### src/rtl/mdl_spgen_pkg.sv
// Shared definitions for the bubble write-side sync pattern generator:
// FSM state encodings, default geometry and CRC-16-CCITT constants.
package mdl_spgen_pkg;

    typedef enum logic [2:0] {
        ST_IDLE = 3'd0,
        ST_PRE  = 3'd1,
        ST_TIP  = 3'd2,
        ST_DATA = 3'd3,
        ST_CRC  = 3'd4
    } spgen_state_t;

    localparam int          DEF_ZERO_BITS     = 128;
    localparam int          DEF_PAYLOAD_BYTES = 64;
    localparam logic [15:0] CRC16_POLY        = 16'h1021;
    localparam logic [15:0] CRC16_INIT        = 16'hFFFF;

    // One serial CRC-16-CCITT step, data bit taken in transmission order.
    function automatic logic [15:0] crc16_step(input logic [15:0] crc, input logic din);
        logic fb;
        fb = crc[15] ^ din;
        return {crc[14:0], 1'b0} ^ (fb ? CRC16_POLY : 16'h0000);
    endfunction

endpackage

### src/rtl/mdl_spgen_if.sv
// Handshake/bus bundle between the DMA byte fetch, the sync pattern
// generator and the bubble write driver.  Clock and reset stay outside.
interface mdl_spgen_if;
    logic       i_CLK2M_PCEN_n;
    logic       i_GLCNT_RD;
    logic       i_BSEN_n;
    logic       i_4BEN_n;
    logic       i_START;
    logic [7:0] i_WDATA;
    logic       i_WDATA_VLD;
    logic       o_WDATA_ACK;
    logic       o_BDO;
    logic       o_SYNCTIP_n;
    logic       o_BUSY;
    logic       o_DONE;
    logic       o_UNDERRUN;

    modport master (
        output i_CLK2M_PCEN_n, i_GLCNT_RD, i_BSEN_n, i_4BEN_n, i_START,
               i_WDATA, i_WDATA_VLD,
        input  o_WDATA_ACK, o_BDO, o_SYNCTIP_n, o_BUSY, o_DONE, o_UNDERRUN
    );

    modport slave (
        input  i_CLK2M_PCEN_n, i_GLCNT_RD, i_BSEN_n, i_4BEN_n, i_START,
               i_WDATA, i_WDATA_VLD,
        output o_WDATA_ACK, o_BDO, o_SYNCTIP_n, o_BUSY, o_DONE, o_UNDERRUN
    );
endinterface

### src/rtl/mdl_spgen_crc16.sv
// Serial CRC-16-CCITT LFSR.  clr reloads the init value; each bit_en
// folds one data bit in.  Only instantiated when SPGEN_CRC16_EN is defined.
module mdl_spgen_crc16
    import mdl_spgen_pkg::*;
(
    input  logic        i_MCLK,
    input  logic        i_SYS_RST_n,
    input  logic        clr,
    input  logic        bit_en,
    input  logic        din,
    output logic [15:0] crc
);

    logic [15:0] crc_q;

    // LFSR register: clear wins over a data step
    always_ff @(posedge i_MCLK or negedge i_SYS_RST_n) begin
        if (!i_SYS_RST_n) begin
            crc_q <= CRC16_INIT;
        end else if (clr) begin
            crc_q <= CRC16_INIT;
        end else if (bit_en) begin
            crc_q <= crc16_step(crc_q, din);
        end
    end

    assign crc = crc_q;

endmodule

### src/rtl/mdl_spgen.sv
// Bubble write-side sync pattern generator and serializer.
// Frame: ZERO_BITS zeros, one sync-tip "1", PAYLOAD_BYTES bytes LSB-first,
// optionally followed by a 16-bit CRC-16-CCITT when SPGEN_CRC16_EN is defined.
// All state advances on 2MHz enables; bits advance only on good-loop slots.
module mdl_spgen
    import mdl_spgen_pkg::*;
#(
    parameter int ZERO_BITS     = DEF_ZERO_BITS,
    parameter int PAYLOAD_BYTES = DEF_PAYLOAD_BYTES
)(
    input  logic        i_MCLK,
    input  logic        i_SYS_RST_n,
    mdl_spgen_if.slave  bus
);

    spgen_state_t state, state_nxt;

    logic       en;
    logic       go, abort, pre_slot, tip_slot, data_slot, fetch, frame_end;
    logic [7:0] zero_cnt;
    logic [7:0] byte_cnt;
    logic [2:0] bit_cnt;
    logic [7:0] shift_reg;
    logic [7:0] tip_dly_n;
    logic       bdo_q, synctip_n_q, done_q, ack_q, underrun_q;

`ifdef SPGEN_CRC16_EN
    logic        crc_slot;
    logic [3:0]  crc_cnt;
    logic [15:0] crc_val;

    mdl_spgen_crc16 u_crc16 (
        .i_MCLK      (i_MCLK),
        .i_SYS_RST_n (i_SYS_RST_n),
        .clr         (go),
        .bit_en      (data_slot),
        .din         (shift_reg[0]),
        .crc         (crc_val)
    );
`endif

    assign en = ~bus.i_CLK2M_PCEN_n;

    // State register
    always_ff @(posedge i_MCLK or negedge i_SYS_RST_n) begin
        if (!i_SYS_RST_n) begin
            state <= ST_IDLE;
        end else begin
            state <= state_nxt;
        end
    end

    // Next-state and per-enable action decode; abort outranks any slot work
    always_comb begin
        state_nxt = state;
        go        = 1'b0;
        abort     = 1'b0;
        pre_slot  = 1'b0;
        tip_slot  = 1'b0;
        data_slot = 1'b0;
        fetch     = 1'b0;
        frame_end = 1'b0;
`ifdef SPGEN_CRC16_EN
        crc_slot  = 1'b0;
`endif
        if (en) begin
            if (state == ST_IDLE) begin
                if (bus.i_START && !bus.i_BSEN_n) begin
                    state_nxt = ST_PRE;
                    go        = 1'b1;
                end
            end else if (bus.i_BSEN_n) begin
                abort     = 1'b1;
                state_nxt = ST_IDLE;
            end else if (bus.i_GLCNT_RD) begin
                case (state)
                    ST_PRE: begin
                        pre_slot = 1'b1;
                        if (zero_cnt == 8'd0) begin
                            state_nxt = ST_TIP;
                        end
                    end
                    ST_TIP: begin
                        tip_slot  = 1'b1;
                        fetch     = 1'b1;
                        state_nxt = ST_DATA;
                    end
                    ST_DATA: begin
                        data_slot = 1'b1;
                        if (bit_cnt == 3'd7) begin
                            if (byte_cnt == 8'd0) begin
`ifdef SPGEN_CRC16_EN
                                state_nxt = ST_CRC;
`else
                                state_nxt = ST_IDLE;
                                frame_end = 1'b1;
`endif
                            end else begin
                                fetch = 1'b1;
                            end
                        end
                    end
`ifdef SPGEN_CRC16_EN
                    ST_CRC: begin
                        crc_slot = 1'b1;
                        if (crc_cnt == 4'd15) begin
                            state_nxt = ST_IDLE;
                            frame_end = 1'b1;
                        end
                    end
`endif
                    default: state_nxt = ST_IDLE;
                endcase
            end
        end
    end

    // Counters, shift register, output bit, pulses and sync-tip delay line
    always_ff @(posedge i_MCLK or negedge i_SYS_RST_n) begin
        if (!i_SYS_RST_n) begin
            zero_cnt    <= 8'd0;
            byte_cnt    <= 8'd0;
            bit_cnt     <= 3'd0;
            shift_reg   <= 8'd0;
            tip_dly_n   <= 8'hFF;
            bdo_q       <= 1'b0;
            synctip_n_q <= 1'b1;
            done_q      <= 1'b0;
            ack_q       <= 1'b0;
            underrun_q  <= 1'b0;
`ifdef SPGEN_CRC16_EN
            crc_cnt     <= 4'd0;
`endif
        end else if (en) begin
            ack_q       <= 1'b0;
            done_q      <= 1'b0;
            // 2-bit mode reports the tip 8 enables late, matching the detector
            tip_dly_n   <= {tip_dly_n[6:0], ~tip_slot};
            synctip_n_q <= bus.i_4BEN_n ? tip_dly_n[7] : ~tip_slot;
            if (go) begin
                zero_cnt   <= 8'(ZERO_BITS - 1);
                underrun_q <= 1'b0;
                bdo_q      <= 1'b0;
            end else if (abort) begin
                bdo_q       <= 1'b0;
                tip_dly_n   <= 8'hFF;
                synctip_n_q <= 1'b1;
            end else begin
                if (state == ST_IDLE) begin
                    bdo_q <= 1'b0;
                end
                if (pre_slot) begin
                    bdo_q <= 1'b0;
                    if (zero_cnt != 8'd0) begin
                        zero_cnt <= zero_cnt - 8'd1;
                    end
                end
                if (tip_slot) begin
                    bdo_q    <= 1'b1;
                    byte_cnt <= 8'(PAYLOAD_BYTES - 1);
                    bit_cnt  <= 3'd0;
`ifdef SPGEN_CRC16_EN
                    crc_cnt  <= 4'd0;
`endif
                end
                if (data_slot) begin
                    bdo_q     <= shift_reg[0];
                    shift_reg <= {1'b0, shift_reg[7:1]};
                    bit_cnt   <= bit_cnt + 3'd1;
                    if (bit_cnt == 3'd7 && byte_cnt != 8'd0) begin
                        byte_cnt <= byte_cnt - 8'd1;
                    end
                end
                // A fetch replaces the shift so the next slot sends the new bit 0
                if (fetch) begin
                    if (bus.i_WDATA_VLD) begin
                        shift_reg <= bus.i_WDATA;
                        ack_q     <= 1'b1;
                    end else begin
                        shift_reg  <= 8'h00;
                        underrun_q <= 1'b1;
                    end
                end
`ifdef SPGEN_CRC16_EN
                if (crc_slot) begin
                    bdo_q   <= crc_val[4'd15 - crc_cnt];
                    crc_cnt <= crc_cnt + 4'd1;
                end
`endif
                if (frame_end) begin
                    done_q <= 1'b1;
                end
            end
        end
    end

    assign bus.o_BDO       = bdo_q;
    assign bus.o_SYNCTIP_n = synctip_n_q;
    assign bus.o_BUSY      = (state != ST_IDLE);
    assign bus.o_DONE      = done_q;
    assign bus.o_WDATA_ACK = ack_q;
    assign bus.o_UNDERRUN  = underrun_q;

endmodule

### src/flat_wrapper.sv
// flat-port wrapper written by rule: the top's interface ports become plain ports
module mdl_spgen_flat import mdl_spgen_pkg::*;
#(
    parameter int ZERO_BITS     = DEF_ZERO_BITS,
    parameter int PAYLOAD_BYTES = DEF_PAYLOAD_BYTES
)
  (i_MCLK, i_SYS_RST_n, bus_i_CLK2M_PCEN_n, bus_i_GLCNT_RD, bus_i_BSEN_n, bus_i_4BEN_n, bus_i_START, bus_i_WDATA, bus_i_WDATA_VLD, bus_o_WDATA_ACK, bus_o_BDO, bus_o_SYNCTIP_n, bus_o_BUSY, bus_o_DONE, bus_o_UNDERRUN);
  mdl_spgen_if bus_i ();
  input  logic i_MCLK;
  input  logic i_SYS_RST_n;
  input wire logic [$bits(bus_i.i_CLK2M_PCEN_n)-1:0] bus_i_CLK2M_PCEN_n;
  input wire logic [$bits(bus_i.i_GLCNT_RD)-1:0] bus_i_GLCNT_RD;
  input wire logic [$bits(bus_i.i_BSEN_n)-1:0] bus_i_BSEN_n;
  input wire logic [$bits(bus_i.i_4BEN_n)-1:0] bus_i_4BEN_n;
  input wire logic [$bits(bus_i.i_START)-1:0] bus_i_START;
  input wire logic [$bits(bus_i.i_WDATA)-1:0] bus_i_WDATA;
  input wire logic [$bits(bus_i.i_WDATA_VLD)-1:0] bus_i_WDATA_VLD;
  output wire logic [$bits(bus_i.o_WDATA_ACK)-1:0] bus_o_WDATA_ACK;
  output wire logic [$bits(bus_i.o_BDO)-1:0] bus_o_BDO;
  output wire logic [$bits(bus_i.o_SYNCTIP_n)-1:0] bus_o_SYNCTIP_n;
  output wire logic [$bits(bus_i.o_BUSY)-1:0] bus_o_BUSY;
  output wire logic [$bits(bus_i.o_DONE)-1:0] bus_o_DONE;
  output wire logic [$bits(bus_i.o_UNDERRUN)-1:0] bus_o_UNDERRUN;
  assign bus_i.i_CLK2M_PCEN_n = bus_i_CLK2M_PCEN_n;
  assign bus_i.i_GLCNT_RD = bus_i_GLCNT_RD;
  assign bus_i.i_BSEN_n = bus_i_BSEN_n;
  assign bus_i.i_4BEN_n = bus_i_4BEN_n;
  assign bus_i.i_START = bus_i_START;
  assign bus_i.i_WDATA = bus_i_WDATA;
  assign bus_i.i_WDATA_VLD = bus_i_WDATA_VLD;
  assign bus_o_WDATA_ACK = bus_i.o_WDATA_ACK;
  assign bus_o_BDO = bus_i.o_BDO;
  assign bus_o_SYNCTIP_n = bus_i.o_SYNCTIP_n;
  assign bus_o_BUSY = bus_i.o_BUSY;
  assign bus_o_DONE = bus_i.o_DONE;
  assign bus_o_UNDERRUN = bus_i.o_UNDERRUN;
  mdl_spgen #(.ZERO_BITS(ZERO_BITS), .PAYLOAD_BYTES(PAYLOAD_BYTES)) u_core (.i_MCLK(i_MCLK), .i_SYS_RST_n(i_SYS_RST_n), .bus(bus_i));
endmodule
### config.mk
export PLATFORM = sky130hd
export DESIGN_NAME = mdl_spgen_flat
export DESIGN_NICKNAME = d
export VERILOG_FILES = /design/src/rtl/mdl_spgen_pkg.sv /design/src/rtl/mdl_spgen_if.sv /design/src/rtl/mdl_spgen_crc16.sv /design/src/rtl/mdl_spgen.sv /design/src/flat_wrapper.sv
export SDC_FILE = /design/constraint.sdc
export NUM_CORES = 1
export LEC_CHECK = 0
export CORE_MARGIN = 5
export CORE_UTILIZATION = 55
export DETAILED_ROUTE_END_ITERATION = 10
export DONT_BUFFER_PORTS = 1
export PLACE_DENSITY = 0.7
export SYNTH_ARGS = -nofsm -noshare
export SYNTH_HDL_FRONTEND = slang
export SYNTH_SLANG_ARGS = --single-unit
### constraint.sdc
create_clock -name i_MCLK -period 2.2 [get_ports i_MCLK]
set_input_delay 0.44 -clock i_MCLK [delete_from_list [all_inputs] [get_ports i_MCLK]]
set_output_delay 0.44 -clock i_MCLK [all_outputs]
set_load 0.05 [all_outputs]
## Yosys cells after proc, flatten, opt, wreduce, memory -nomap -nowiden

Index checks and enable logic that the tools add are counted.
W data, S select, Z words.

- Equal/unequal tests: 10
- Add/sub/neg operators: 3
- Reduce and logical (&&, ||, !) cells: 23
- Mux-type cells: 77
- Bitwise operators: 4

Operator list:

| operator | count |
|---|---|
| $mux W8 | 12 |
| $mux W1 | 54 |
| $mux W3 | 9 |
| $logic_not A8 Y1 | 2 |
| $reduce_and A4 Y1 | 4 |
| $reduce_bool A8 Y1 | 2 |
| $sub A8 B1 Y8 const B | 2 |
| $ne A4 B2 Y1 const B | 3 |
| $reduce_bool A2 Y1 | 5 |
| $pmux W3 S3 | 1 |
| $eq A3 B2 Y1 const B | 2 |
| $reduce_and A6 Y1 | 1 |
| $reduce_bool A3 Y1 | 2 |
| $reduce_bool A6 Y1 | 1 |
| $ne A2 B1 Y1 const B | 2 |
| $not A1 Y1 | 4 |
| $add A3 B1 Y3 const B | 1 |
| $eq A3 B1 Y1 const B | 1 |
| $eq A3 B3 Y1 const B | 1 |
| $logic_not A3 Y1 | 1 |
| $reduce_and A3 Y1 | 1 |
| $logic_and A1 B1 Y1 | 2 |
| $ne A2 B2 Y1 const B | 1 |
| $pmux W1 S2 | 1 |
| other kinds (2) | 2 |

- Logic and storage cells: 128
- Register bits after elaboration: 43

## Longest topological paths before layout

Gate-level depths: netlist of run 1.

- Depth in word-level cells: 11
- Gate-level depth with buffers: 9
- Gate-level depth less buffers: 7

## Worst setup path before layout of run 1

Ideal clock, no wire load.

- Path kind: register to register
- Start: reg u_core.state[0]
- End: reg u_core.byte_cnt[6]
- Stages on the path, launching flop included: 10
- Setup time: 0.125 ns
- Setup slack: 0.268 ns
- Data arrival time: 1.807 ns
- Buffers on the path: 2
- Cells stage by stage: dfrtp_1 -> inv_1 -> ha_1 -> nor4b_4 -> and3_1 -> buf_6 -> a21o_4 -> buf_6 -> a21bo_2 -> o31ai_1

- Cells in the longest elaborated chain, start to end: 9
- Elaborated cells between the ends (all ways): 23
- Classes of those cells: eq/ne: 2; mux: 17; bitwise: 2; reduce/logical: 2

Ends and longest elaborated chain:

| element | RTL line | source |
|---|---|---|
| start, declared | mdl_spgen.sv:16 | `spgen_state_t state, state_nxt;` |
| start signal, assigned | mdl_spgen.sv:49 | `state <= state_nxt;` |
| $eq A3 B2 Y1 | mdl_spgen.sv:76 | `case (state)` |
| $mux W1 | mdl_spgen.sv:76 |  |
| $mux W1 | mdl_spgen.sv:75 | `end else if (bus.i_GLCNT_RD) begin` |
| $mux W1 | mdl_spgen.sv:72 | `end else if (bus.i_BSEN_n) begin` |
| $mux W1 | mdl_spgen.sv:67 | `if (state == ST_IDLE) begin` |
| $mux W1 | mdl_spgen.sv:66 | `if (en) begin` |
| $mux W8 | mdl_spgen.sv:158 | `if (tip_slot) begin` |
| $mux W8 | mdl_spgen.sv:170 | `if (bit_cnt == 3'd7 && byte_cnt != 8'd0) begin` |
| $mux W8 | mdl_spgen.sv:166 | `if (data_slot) begin` |
| end signal, assigned | mdl_spgen.sv:160 | `byte_cnt <= 8'(PAYLOAD_BYTES - 1);` |
| end signal, assigned | mdl_spgen.sv:171 | `byte_cnt <= byte_cnt - 8'd1;` |
| end, declared | mdl_spgen.sv:21 | `logic [7:0] byte_cnt;` |

Parallel ways exist; a longest one is shown, timed or not.
A chain may end at the register's enable or synchronous reset.

## Final worst setup path of run 1

- Start: reg u_core.state[0]
- End: reg u_core.byte_cnt[5]

The elaborated chain is that of the path after synthesis.

==> results of run 1 <==
timing repair:
action,4_1_cts,5_1_grt
hold endpoints to repair,42,0
endpoints found under the setup margin,0,19
gates resized for setup,0,6
buffers inserted,0,1
hold buffers,2,0
area by class of cell:
type                       count  area (sq um)
tap                           50          62.6
clock buffer                   7          86.3
fill                         329          1540
sequential                    42          1060
timing repair buffer           7          67.6
clock inverter                 1          30.0
inverter                      26          97.6
multi-input combinational    146          1020
synth_stat cells (2+ instances only):
master	number
dfrtp_1	33
inv_1	26
nand2_1	20
nor2_1	19
a21oi_1	14
nand3_1	10
dfstp_2	9
ha_1	9
o311ai_1	7
xnor2_1	6
nor3_1	4
a31oi_1	3
buf_4	3
clkbuf_1	3
mux2i_1	3
nor3b_1	3
o31ai_1	3
a22o_1	2
and2_2	2
buf_2	2
buf_6	2
nand3b_1	2
o2111ai_1	2
o211ai_1	2
o21ai_0	2
o31a_1	2
xor2_1	2
power groups by stage:
stage	logic, uW	clock network [uW]	registers (uW)
final	769	630	1110
after global routing	878	679	1140
after CTS	760	649	1110
after detailed placement	736	0	1120
after global placement	720	0	1120
after floorplan	617	0	1080
routing by layer:
layer / track usage / wire [um] / up-vias
li1: - / - / 785
met1: 0.227 / 2040 / 753
met2: 0.258 / 1960 / 16
met3: 0.0534 / 176 / 5
met4: 0.0604 / 49 / 0
met5: 0 / 0 / -
cells by family (layout without fill, tap and decap cells):
group	after synthesis	after routing	synth area share
buffers and inverters	37	41	0.0802
AO/OA/AOI/OAI	50	51	0.163
XOR/XNOR	8	8	0.0314
AND/OR/NAND/NOR	74	74	0.180
flip-flops	42	42	0.476
adder cells (fa/ha/maj)	9	9	0.0504
multiplexers	4	4	0.0185
critical path, cell delays in order, from the launching register on:
cell	delay (ns)
dfrtp_1	0.41
inv_1	0.08
ha_1	0.28
nor4b_4	0.29
buf_4	0.19
and3_4	0.23
nand2_1	0.12
o31ai_1	0.23
o21ai_1	0.09
how the worst max path moves through the flow:
stage / startpoint / end / cells past startpoint
floorplan: u_core.state[0] / u_core.byte_cnt[6] / 9
global placement: u_core.state[0] / u_core.byte_cnt[6] / 7
detailed placement: u_core.state[0] / u_core.byte_cnt[6] / 7
CTS: u_core.state[0] / u_core.byte_cnt[6] / 7
global route: u_core.state[0] / u_core.byte_cnt[5] / 8
finish: u_core.state[0] / u_core.byte_cnt[5] / 8
stage by stage:
stage / hold WS [ns] / setup WS (ns) / power [uW] / instances / utilization
6_report: 0.193 / 0.169 / 2510 / 279 / 0.612
5_1_grt: 0.177 / 0.00638 / 2690 / 279 / 0.612
4_1_cts: 0.183 / 0.0841 / 2520 / 277 / 0.602
3_5_place_dp: 0.145 / 0.0854 / 1860 / 267 / 0.565
3_3_place_gp: 0.145 / 0.161 / 1830 / 267 / 0.565
2_1_floorplan: 0.144 / 0.268 / 1700 / 224 / -
==> metrics, run 1 <==
outcome=finished clean; pwr dens=1030 nW/um^2; kind of critical path=flip-flop to flip-flop; Max Clock Skew=0.00981 ns; final-layout setup total negative slack=0 ns; Synth area leaders=dfrtp_1, dfstp_2, ha_1; portion of the post-synthesis area used by sequential elements=0.476; number of diodes=0; internal cell power=1640 uW; number of cell instances on the worst register-to-register path=8; I/O Pins=22; worst-case register-to-register setup slack=0.17 ns; fraction of synthesis flops using an asynchronous set or reset pin=1.00; max-cap viol count=0; post-route fraction of the period consumed by the critical path=0.923; number of enable flip-flop cells after synthesis=0; measured slew at the worst slew-check pin=0.527 ns; sequential share of power=0.442; synthesized area per cell=9.96 sq um; number of antenna violations at the first check in global routing=0; switching power=874 uW; instance area at placement=2240 sq um; Reg2Reg Launch Point=u_core.state[0]; leading cell type in the layout, fill and taps excluded=dfrtp_1; DRC violation count after routing=0; cell depth of the worst hold path=1; via density per instance=5.59; TritonCTS clock tree=done; RSZ-0062 raised after global routing=false; Post-synth top flop=dfrtp_1; endpoint required time on the critical path=2.38 ns; First DRT Iteration DRCs=116; Die Span Y=73.7 um; most used cells in the layout excluding fill and tap cells=dfrtp_1, inv_1, nand2_1, nor2_1, a21oi_1; proportion of power drawn by combinational gates=0.307; leakage power summed over all cells=0.00109 uW; number of nets produced by synthesis=249; GR Util All Layers=0.169; number of distinct standard cells referenced by the synthesized netlist=56; total detailed-routing wirelength=4.22 mm; highest net fanout along the worst path=7; switching power as a share of total power=0.348; clk slew on worst S/H paths=0.08 ns; type of element launching the critical path=flip-flop; final slew viol count=0; cell area after technology mapping=2230 sq um; maximum VDD drop=589 uV; initial core utilization=0.562; final number of setup-violating endpoints=0; critical path arrival=2.21 ns; portion of total power attributed to the clock network=0.251; core box area=3970 sq um; clock latency on the worst-skew pair=0.29 ns; critical path endpoint category=flip-flop; largest net degree at the start of global routing=43; number of buffers created by CTS=5; die width=73.7 um; die area=5430 sq um; IO buf count=0; worst r2r dst=u_core.byte_cnt[5]; critical hold path startpoint=bus_i_CLK2M_PCEN_n; routed vias=1,559; Final Wtd Congestion=0.797; cell type with the highest aggregate area in the netlist=dfrtp_1; clock sinks=42; YS warnings=0; Period minus WS final=2.03 ns; first-pass GRT wire length=7.03 mm; Post-Syn Instances=224; Max clock buf depth=2; share of the synthesized area in the top cell type=0.370; P&R area growth vs syn=8.86%; via count of the first global-routing pass=1,488; count of endpoints failing hold in the final timing report=0; count of antenna-violating nets left after detailed routing=0; Hold WC Path Type=primary input to flip-flop; end of the worst hold path=u_core.tip_dly_n[7]; H-tree Lvls=2; number of flip-flops and latches in the synthesized netlist=42; detailed-routing iteration count for the pre-antenna-repair pass=4; remaining max-slew budget at the tightest pin=0.648; Overflow after GRT=0; clock tree root buffer cell=clkbuf_8; detailed placer's ending HPWL=2.82 mm; final cell area excluding filler cells=2430 sq um; layout net count=253; average wire per standard cell=15.1 um; number of placement rows=23; layout cell share with drive strength beyond 1=0.183; Achievable Freq=0.492 GHz
Note: power is estimated with default switching activity, not from simulation.
==> inputs of run 2 (changes only) <==
--- a/config.mk
+++ b/config.mk
@@ -10,6 +10,9 @@
 export DETAILED_ROUTE_END_ITERATION = 10
 export DONT_BUFFER_PORTS = 1
 export PLACE_DENSITY = 0.7
+export RECOVER_POWER = 25
+export SKIP_LAST_GASP = 1
+export SLEW_MARGIN = 10
 export SYNTH_ARGS = -nofsm -noshare
 export SYNTH_HDL_FRONTEND = slang
 export SYNTH_SLANG_ARGS = --single-unit
==> metrics, run 2 (synthesis results as in run 1) <==
outcome=finished clean; Reg2Reg Launch Point=u_core.state[0]; P&R area growth vs syn=8.18%; via density per instance=5.58 (-0.19%); number of buffers created by CTS=5 (unchanged); critical path endpoint category=flip-flop; die area=5430 sq um (unchanged); layout cell share with drive strength beyond 1=0.183 (unchanged); met2 track utilization from global routing=0.258 (unchanged); I/O Pins=22 (unchanged); Overflow after GRT=0 (unchanged); routed vias=1,556 (-0.19%); first-pass GRT wire length=7.03 mm (unchanged); detailed-routing iteration count for the pre-antenna-repair pass=4 (unchanged); final cell area excluding filler cells=2410 sq um (-0.62%); final number of setup-violating endpoints=0 (unchanged); sequential share of power=0.443 (about the same); GR Util All Layers=0.169 (unchanged); via count of the first global-routing pass=1,488 (unchanged); number of diodes=0 (unchanged); final worst setup slack=0.171 ns (+0.00153 ns); total detailed-routing wirelength=4.21 mm (-0.43%); leakage power summed over all cells=0.00108 uW (-0.48%); post-route fraction of the period consumed by the critical path=0.922 (about the same); RSZ-0062 raised after global routing=false; clock latency on the worst-skew pair=0.29 ns (about the same); critical path arrival=2.21 ns (about the same); number of placement rows=23 (unchanged); final slew viol count=0 (unchanged); DRC violation count after routing=0 (unchanged); Max Clock Skew=0.0123 ns (+0.00244 ns); worst r2r dst=u_core.byte_cnt[5]; remaining max-slew budget at the tightest pin=0.316 (-0.333); endpoint required time on the critical path=2.38 ns (about the same); clock sinks=42 (unchanged); Global Route met1 Usage=0.227 (unchanged); clk slew on worst S/H paths=0.09 ns (about the same); Fill cells=330 (+0.30%); Hold WC Path Type=primary input to flip-flop; end of the worst hold path=u_core.tip_dly_n[7]; worst slack at placement=0.0854 ns (unchanged); met3 Track Usage GR=0.0534 (unchanged); average wire per standard cell=15.1 um (-0.43%); pwr dens=1040 nW/um^2 (+0.42%); total chip power=2500 uW (-0.20%); Achievable Freq=0.493 GHz (about the same); switching power=872 uW (-0.26%); leading cell type in the layout, fill and taps excluded=dfrtp_1; instance area at placement=2240 sq um (unchanged); final standard cell utilization of the core=0.608 (-0.00378); clock tree root buffer cell=clkbuf_8; critical hold path startpoint=bus_i_CLK2M_PCEN_n; die width=73.7 um (unchanged); type of element launching the critical path=flip-flop; proportion of power drawn by combinational gates=0.306 (about the same); kind of critical path=flip-flop to flip-flop; cell depth of the worst hold path=1 (unchanged); IO buf count=0 (unchanged); H-tree Lvls=2 (unchanged); number of antenna violations at the first check in global routing=0 (unchanged); largest net degree at the start of global routing=43 (unchanged); internal cell power=1630 uW (-0.17%); Max clock buf depth=2 (unchanged); maximum VDD drop=584 uV (-0.94%); Die Span Y=73.7 um (unchanged); count of antenna-violating nets left after detailed routing=0 (unchanged); worst-case register-to-register setup slack=0.17 ns (about the same); number of cell instances on the worst register-to-register path=8 (unchanged); Final Wtd Congestion=0.797 (unchanged); Top Usage Layer GRT=met2; First DRT Iteration DRCs=103 (-11%); highest net fanout along the worst path=7 (unchanged); core box area=3970 sq um (unchanged); final-layout setup total negative slack=0 ns (unchanged); layout net count=253 (unchanged); portion of total power attributed to the clock network=0.251 (about the same); detailed placer's ending HPWL=2.82 mm (unchanged); count of endpoints failing hold in the final timing report=0 (unchanged); Period minus WS final=2.03 ns (-0.00153 ns); most used cells in the layout excluding fill and tap cells=dfrtp_1, inv_1, nand2_1, nor2_1, a21oi_1; max-cap viol count=0 (unchanged); switching power as a share of total power=0.348 (about the same); TritonCTS clock tree=done; measured slew at the worst slew-check pin=1.03 ns (+0.499 ns); initial core utilization=0.562 (unchanged)
run 2: changes by cell type in the layout (fill, tap and decap cells not counted), sizes merged:
| cell | delta |
|---|---|
| clkbuf | +1 |
| buf | -1 |
run 2: final cells by class:
cell class	instances	area, sq um	share of cell area
well taps	50	62.6	0.0259
inverters	26	97.6	0.0404
flip-flops and latches	42	1060	0.440
multi-input cells	146	1020	0.424
repair buffers	7	52.6	0.0218
clock inverters	1	30.0	0.0124
clock buffers	7	86.3	0.0358
run 2: worst max path at each step:
stage	from	endpoint	slack (ns)	cells after the start
after floorplan	u_core.state[0]	u_core.byte_cnt[6]	0.27	9
after global placement	u_core.state[0]	u_core.byte_cnt[6]	0.16	7
after detailed placement	u_core.state[0]	u_core.byte_cnt[6]	0.09	7
after CTS	u_core.state[0]	u_core.byte_cnt[6]	0.08	7
after global routing	u_core.state[0]	u_core.byte_cnt[5]	0.006	8
final	u_core.state[0]	u_core.byte_cnt[5]	0.17	8
run 2: layer usage:
metal / share of wire / vias up / wire, um
li1: - / 785 / -
met1: 0.49 / 748 / 2050
met2: 0.46 / 18 / 1930
met3: 0.043 / 5 / 180
met4: 0.012 / 0 / 50
met5: 0 / - / 0
run 2: repair_timing:
action                                 4_1_cts  5_1_grt
endpoints found under the hold margin       42        0
gates resized for setup                      0        6
setup buffers                                0        1
hold buffers                                 2        0
setup endpoints to repair                    0       19
run 2: worst max-delay path, cell delays in order, from the launching register on:
cell and delay [ns]:
dfrtp_1 0.41, inv_1 0.08, ha_1 0.28, nor4b_4 0.29
buf_4 0.19, and3_4 0.23, nand2_1 0.12, o31ai_1 0.23
o21ai_1 0.09
run 2: power by group through the flow:
| stage | combinational (uW) | sequential [uW] | clock, uW |
|---|---|---|---|
| floorplan | 617 | 1080 | 0 |
| global placement | 720 | 1120 | 0 |
| detailed placement | 736 | 1120 | 0 |
| CTS | 760 | 1110 | 649 |
| global route | 874 | 1140 | 679 |
| finish | 766 | 1110 | 628 |
run 2: stage by stage:
stage | std cells | hold slack, ns
floorplan | 224 | 0.144
global placement | 267 | 0.145
detailed placement | 267 | 0.145
CTS | 277 | 0.183
global route | 279 | 0.177
finish | 279 | 0.193
==> inputs of run 3 (changes only) <==
--- a/config.mk
+++ b/config.mk
@@ -5,6 +5,7 @@
 export SDC_FILE = /design/constraint.sdc
 export NUM_CORES = 1
 export LEC_CHECK = 0
+export ABC_AREA = 1
 export CORE_MARGIN = 5
 export CORE_UTILIZATION = 55
 export DETAILED_ROUTE_END_ITERATION = 10
==> constraint.sdc (replaced) <==
create_clock -name i_MCLK -period 2.2 [get_ports i_MCLK]
set_input_delay 0.55 -clock i_MCLK [delete_from_list [all_inputs] [get_ports i_MCLK]]
set_output_delay 0.55 -clock i_MCLK [all_outputs]
set_load 0.05 [all_outputs]
==> metrics, run 3 <==
outcome=finished with violations; failing checks=max-capacitance violations, max-slew violations; I/O Pins=22 (unchanged); pwr dens=892 nW/um^2 (-14%); clock tree root buffer cell=clkbuf_8; Max clock buf depth=2 (unchanged); final worst setup slack=0.119 ns (-0.0516 ns); clk slew on worst S/H paths=0.08 ns (about the same); portion of total power attributed to the clock network=0.266 (+0.015); first-pass GRT wire length=8.30 mm (+18%); slowest stage delay, CP=0.47 ns (+0.06 ns); cell type with the highest aggregate area in the netlist=dfrtp_1; number of buffers created by CTS=5 (unchanged); final cell area excluding filler cells=2530 sq um (+4.8%); worst slack at placement=0.233 ns (+0.147 ns); cell with the most instances on the worst path=inv_1; layout cell share with drive strength beyond 1=0.0912 (-0.0922); highest-delay cell along the critical path=inv_1; leading cell type in the layout, fill and taps excluded=nand2_1; initial core utilization=0.557 (-0.00554); sequential share of power=0.458 (+0.015); measured slew at the worst slew-check pin=1.79 ns (+0.766 ns); remaining max-slew budget at the tightest pin=-0.195 (-0.511); number of distinct standard cells referenced by the synthesized netlist=29 (-48%); Post-synth top flop=dfrtp_1; total chip power=2260 uW (-9.8%); instance area at placement=2410 sq um (+7.3%); clock latency on the worst-skew pair=0.30 ns (about the same); total detailed-routing wirelength=4.70 mm (+12%); area occupied by registers=1060 sq um (unchanged); YS warnings=0 (unchanged); Max Clock Skew=0.0100 ns (-0.00223 ns); cell area after technology mapping=2390 sq um (+7.1%); final slew viol count=34 (+34); number of antenna violations at the first check in global routing=0 (unchanged); via density per instance=5.15 (-7.7%); count of endpoints failing hold in the final timing report=0 (unchanged); highest net fanout along the worst path=7 (unchanged); Reg2Reg Launch Point=u_core.state[0]; Synth area leaders=dfrtp_1, nand2_1, dfstp_2; detailed-routing iteration count for the pre-antenna-repair pass=4 (unchanged); number of enable flip-flop cells after synthesis=0 (unchanged); end of the critical path=bus_o_BUSY; post-route fraction of the period consumed by the critical path=0.946 (+0.0235); internal cell power=1460 uW (-10%); core box area=4290 sq um (+8.1%); proportion of power drawn by combinational gates=0.276 (-0.030); die area=5760 sq um (+6.1%); max-cap viol count=1 (+1); switching power=793 uW (-9.0%); leakage power summed over all cells=0.00129 uW (+19%); detailed placer's ending HPWL=3.30 mm (+17%); kind of critical path=flip-flop to primary output; number of diodes=0 (unchanged); average wire per standard cell=12.7 um (-16%); number of flip-flops and latches in the synthesized netlist=42 (unchanged); Post-Syn Instances=316 (+41%); most frequently used cell type in the post-synthesis netlist=nand2_1; DRC violation count after routing=0 (unchanged); synthesized area per cell=7.56 sq um (-24%); Hold WC Path Type=primary input to asynchronous set/reset pin; Final Wtd Congestion=0.876 (+9.9%); Overflow after GRT=0 (unchanged); clock sinks=42 (unchanged); P&R area growth vs syn=5.86%; leading post-synthesis cells by instance count=nand2_1, inv_1, dfrtp_1, nor2_1; GR Util All Layers=0.173 (+0.00330); worst r2r dst=u_core.byte_cnt[2]; First DRT Iteration DRCs=120 (+17%); endpoint required time on the critical path=1.65 ns (-0.73 ns); logic depth of the worst setup path including buffers=3 (-5); buffering stage count on the worst path with inverters included=2 (unchanged); final-layout setup total negative slack=0 ns (unchanged); via count of the first global-routing pass=1,817 (+22%); share of the synthesized area in the top cell type=0.346 (-0.0244); most used cells in the layout excluding fill and tap cells=nand2_1, inv_1, nor2_1, dfrtp_1; critical path endpoint category=primary output; switching power as a share of total power=0.351 (+0.00322); maximum VDD drop=594 uV (+1.8%); H-tree Lvls=2 (unchanged); type of element launching the critical path=flip-flop; die width=75.9 um (+3.0%); worst-case register-to-register setup slack=0.24 ns (+0.07 ns); RSZ-0062 raised after global routing=false; ordered cell list for the critical path=inv_1 -> ha_1 -> inv_1; number of cell instances on the worst register-to-register path=8 (unchanged); count of antenna-violating nets left after detailed routing=0 (unchanged); TritonCTS clock tree=done; total area of multi-input combinational cells=1100 sq um (+7.6%); worst slack on hold paths=0.0821 ns (-0.111 ns); buffers inserted by post-CTS timing repair=0 (unchanged); fraction of synthesis flops using an asynchronous set or reset pin=1.00 (unchanged); layout net count=342 (+35%); Die Span Y=75.9 um (+3.0%); Period minus WS final=2.08 ns (+0.0516 ns); Fill cells=406 (+23%); Critical Path Start=u_core.state[0]; Achievable Freq=0.481 GHz (-2.5%); CP top delay family=buffers and inverters; critical path arrival=1.53 ns (-0.68 ns); largest net degree at the start of global routing=34 (-21%); number of nets produced by synthesis=341 (+37%); final number of setup-violating endpoints=0 (unchanged); number of placement rows=24 (+4.3%); IO buf count=0 (unchanged); routed vias=1,905 (+22%); portion of the post-synthesis area used by sequential elements=0.445 (-0.0314)
-- run 3: cell types whose count changed after synthesis, moves of 4 or more --
cell,delta
a21oi_1,-6
inv_1,+20
nand2_1,+71
nand3_1,+12
nand4_1,+4
nor2_1,+14
o21ai_0,+20
o22ai_1,+6
o311ai_1,-7
xnor2_1,-6
-- run 3: power by group through the flow --
stage | clock, uW | sequential, uW | combinational [uW]
floorplan | 0 | 1020 | 522
global placement | 0 | 1040 | 599
detailed placement | 0 | 1050 | 611
CTS | 613 | 1030 | 630
global route | 645 | 1060 | 733
finish | 600 | 1030 | 624
-- run 3: worst min path at each step --
stage                      startpoint                  end  slack [ns]  cells after the start
after floorplan           i_SYS_RST_n    u_core.bit_cnt[0]        0.25                      0
after global placement    i_SYS_RST_n   u_core.byte_cnt[7]        0.26                      0
after detailed placement  i_SYS_RST_n   u_core.zero_cnt[4]        0.26                      0
after CTS                 i_SYS_RST_n  u_core.tip_dly_n[1]        0.08                      0
after global routing      i_SYS_RST_n  u_core.tip_dly_n[1]        0.06                      0
final                     i_SYS_RST_n  u_core.tip_dly_n[1]        0.08                      0
-- run 3: layer usage --
layer,wire length [um],share of wire,global-route usage
met1,2210,0.47,0.235
met5,0,0,0
met2,2190,0.47,0.266
met4,57,0.012,0.0516
met3,236,0.050,0.0498
-- run 3: area by class of cell --
class | instances | share of cell area
Multi-Input combinational cell | 218 | 0.435
Sequential cell | 42 | 0.420
Inverter | 48 | 0.0712
Clock buffer | 6 | 0.0287
Tap cell | 52 | 0.0257
Clock inverter | 2 | 0.0148
Timing Repair Buffer | 2 | 0.00445
-- run 3: cells by family after synthesis --
group / Yosys count / share of synthesized area
DFF: 42 / 0.445
AOI/OAI and AO/OA: 46 / 0.111
buffers and inverters: 56 / 0.0990
adders and majority gates: 9 / 0.0471
xor gates and xnor gates: 5 / 0.0183
and+or+nand+nor: 158 / 0.280
-- run 3: timing repair --
item                                   4_1_cts  5_1_grt
hold buffers                                 1        0
setup endpoints to repair                    0        9
endpoints found under the hold margin       33        0
resized for setup                            0        2
-- run 3: per-stage QoR --
step | util | cells
2_1_floorplan | - | 316
3_3_place_gp | 0.560 | 361
3_5_place_dp | 0.560 | 361
4_1_cts | 0.591 | 370
5_1_grt | 0.589 | 370
6_report | 0.589 | 370
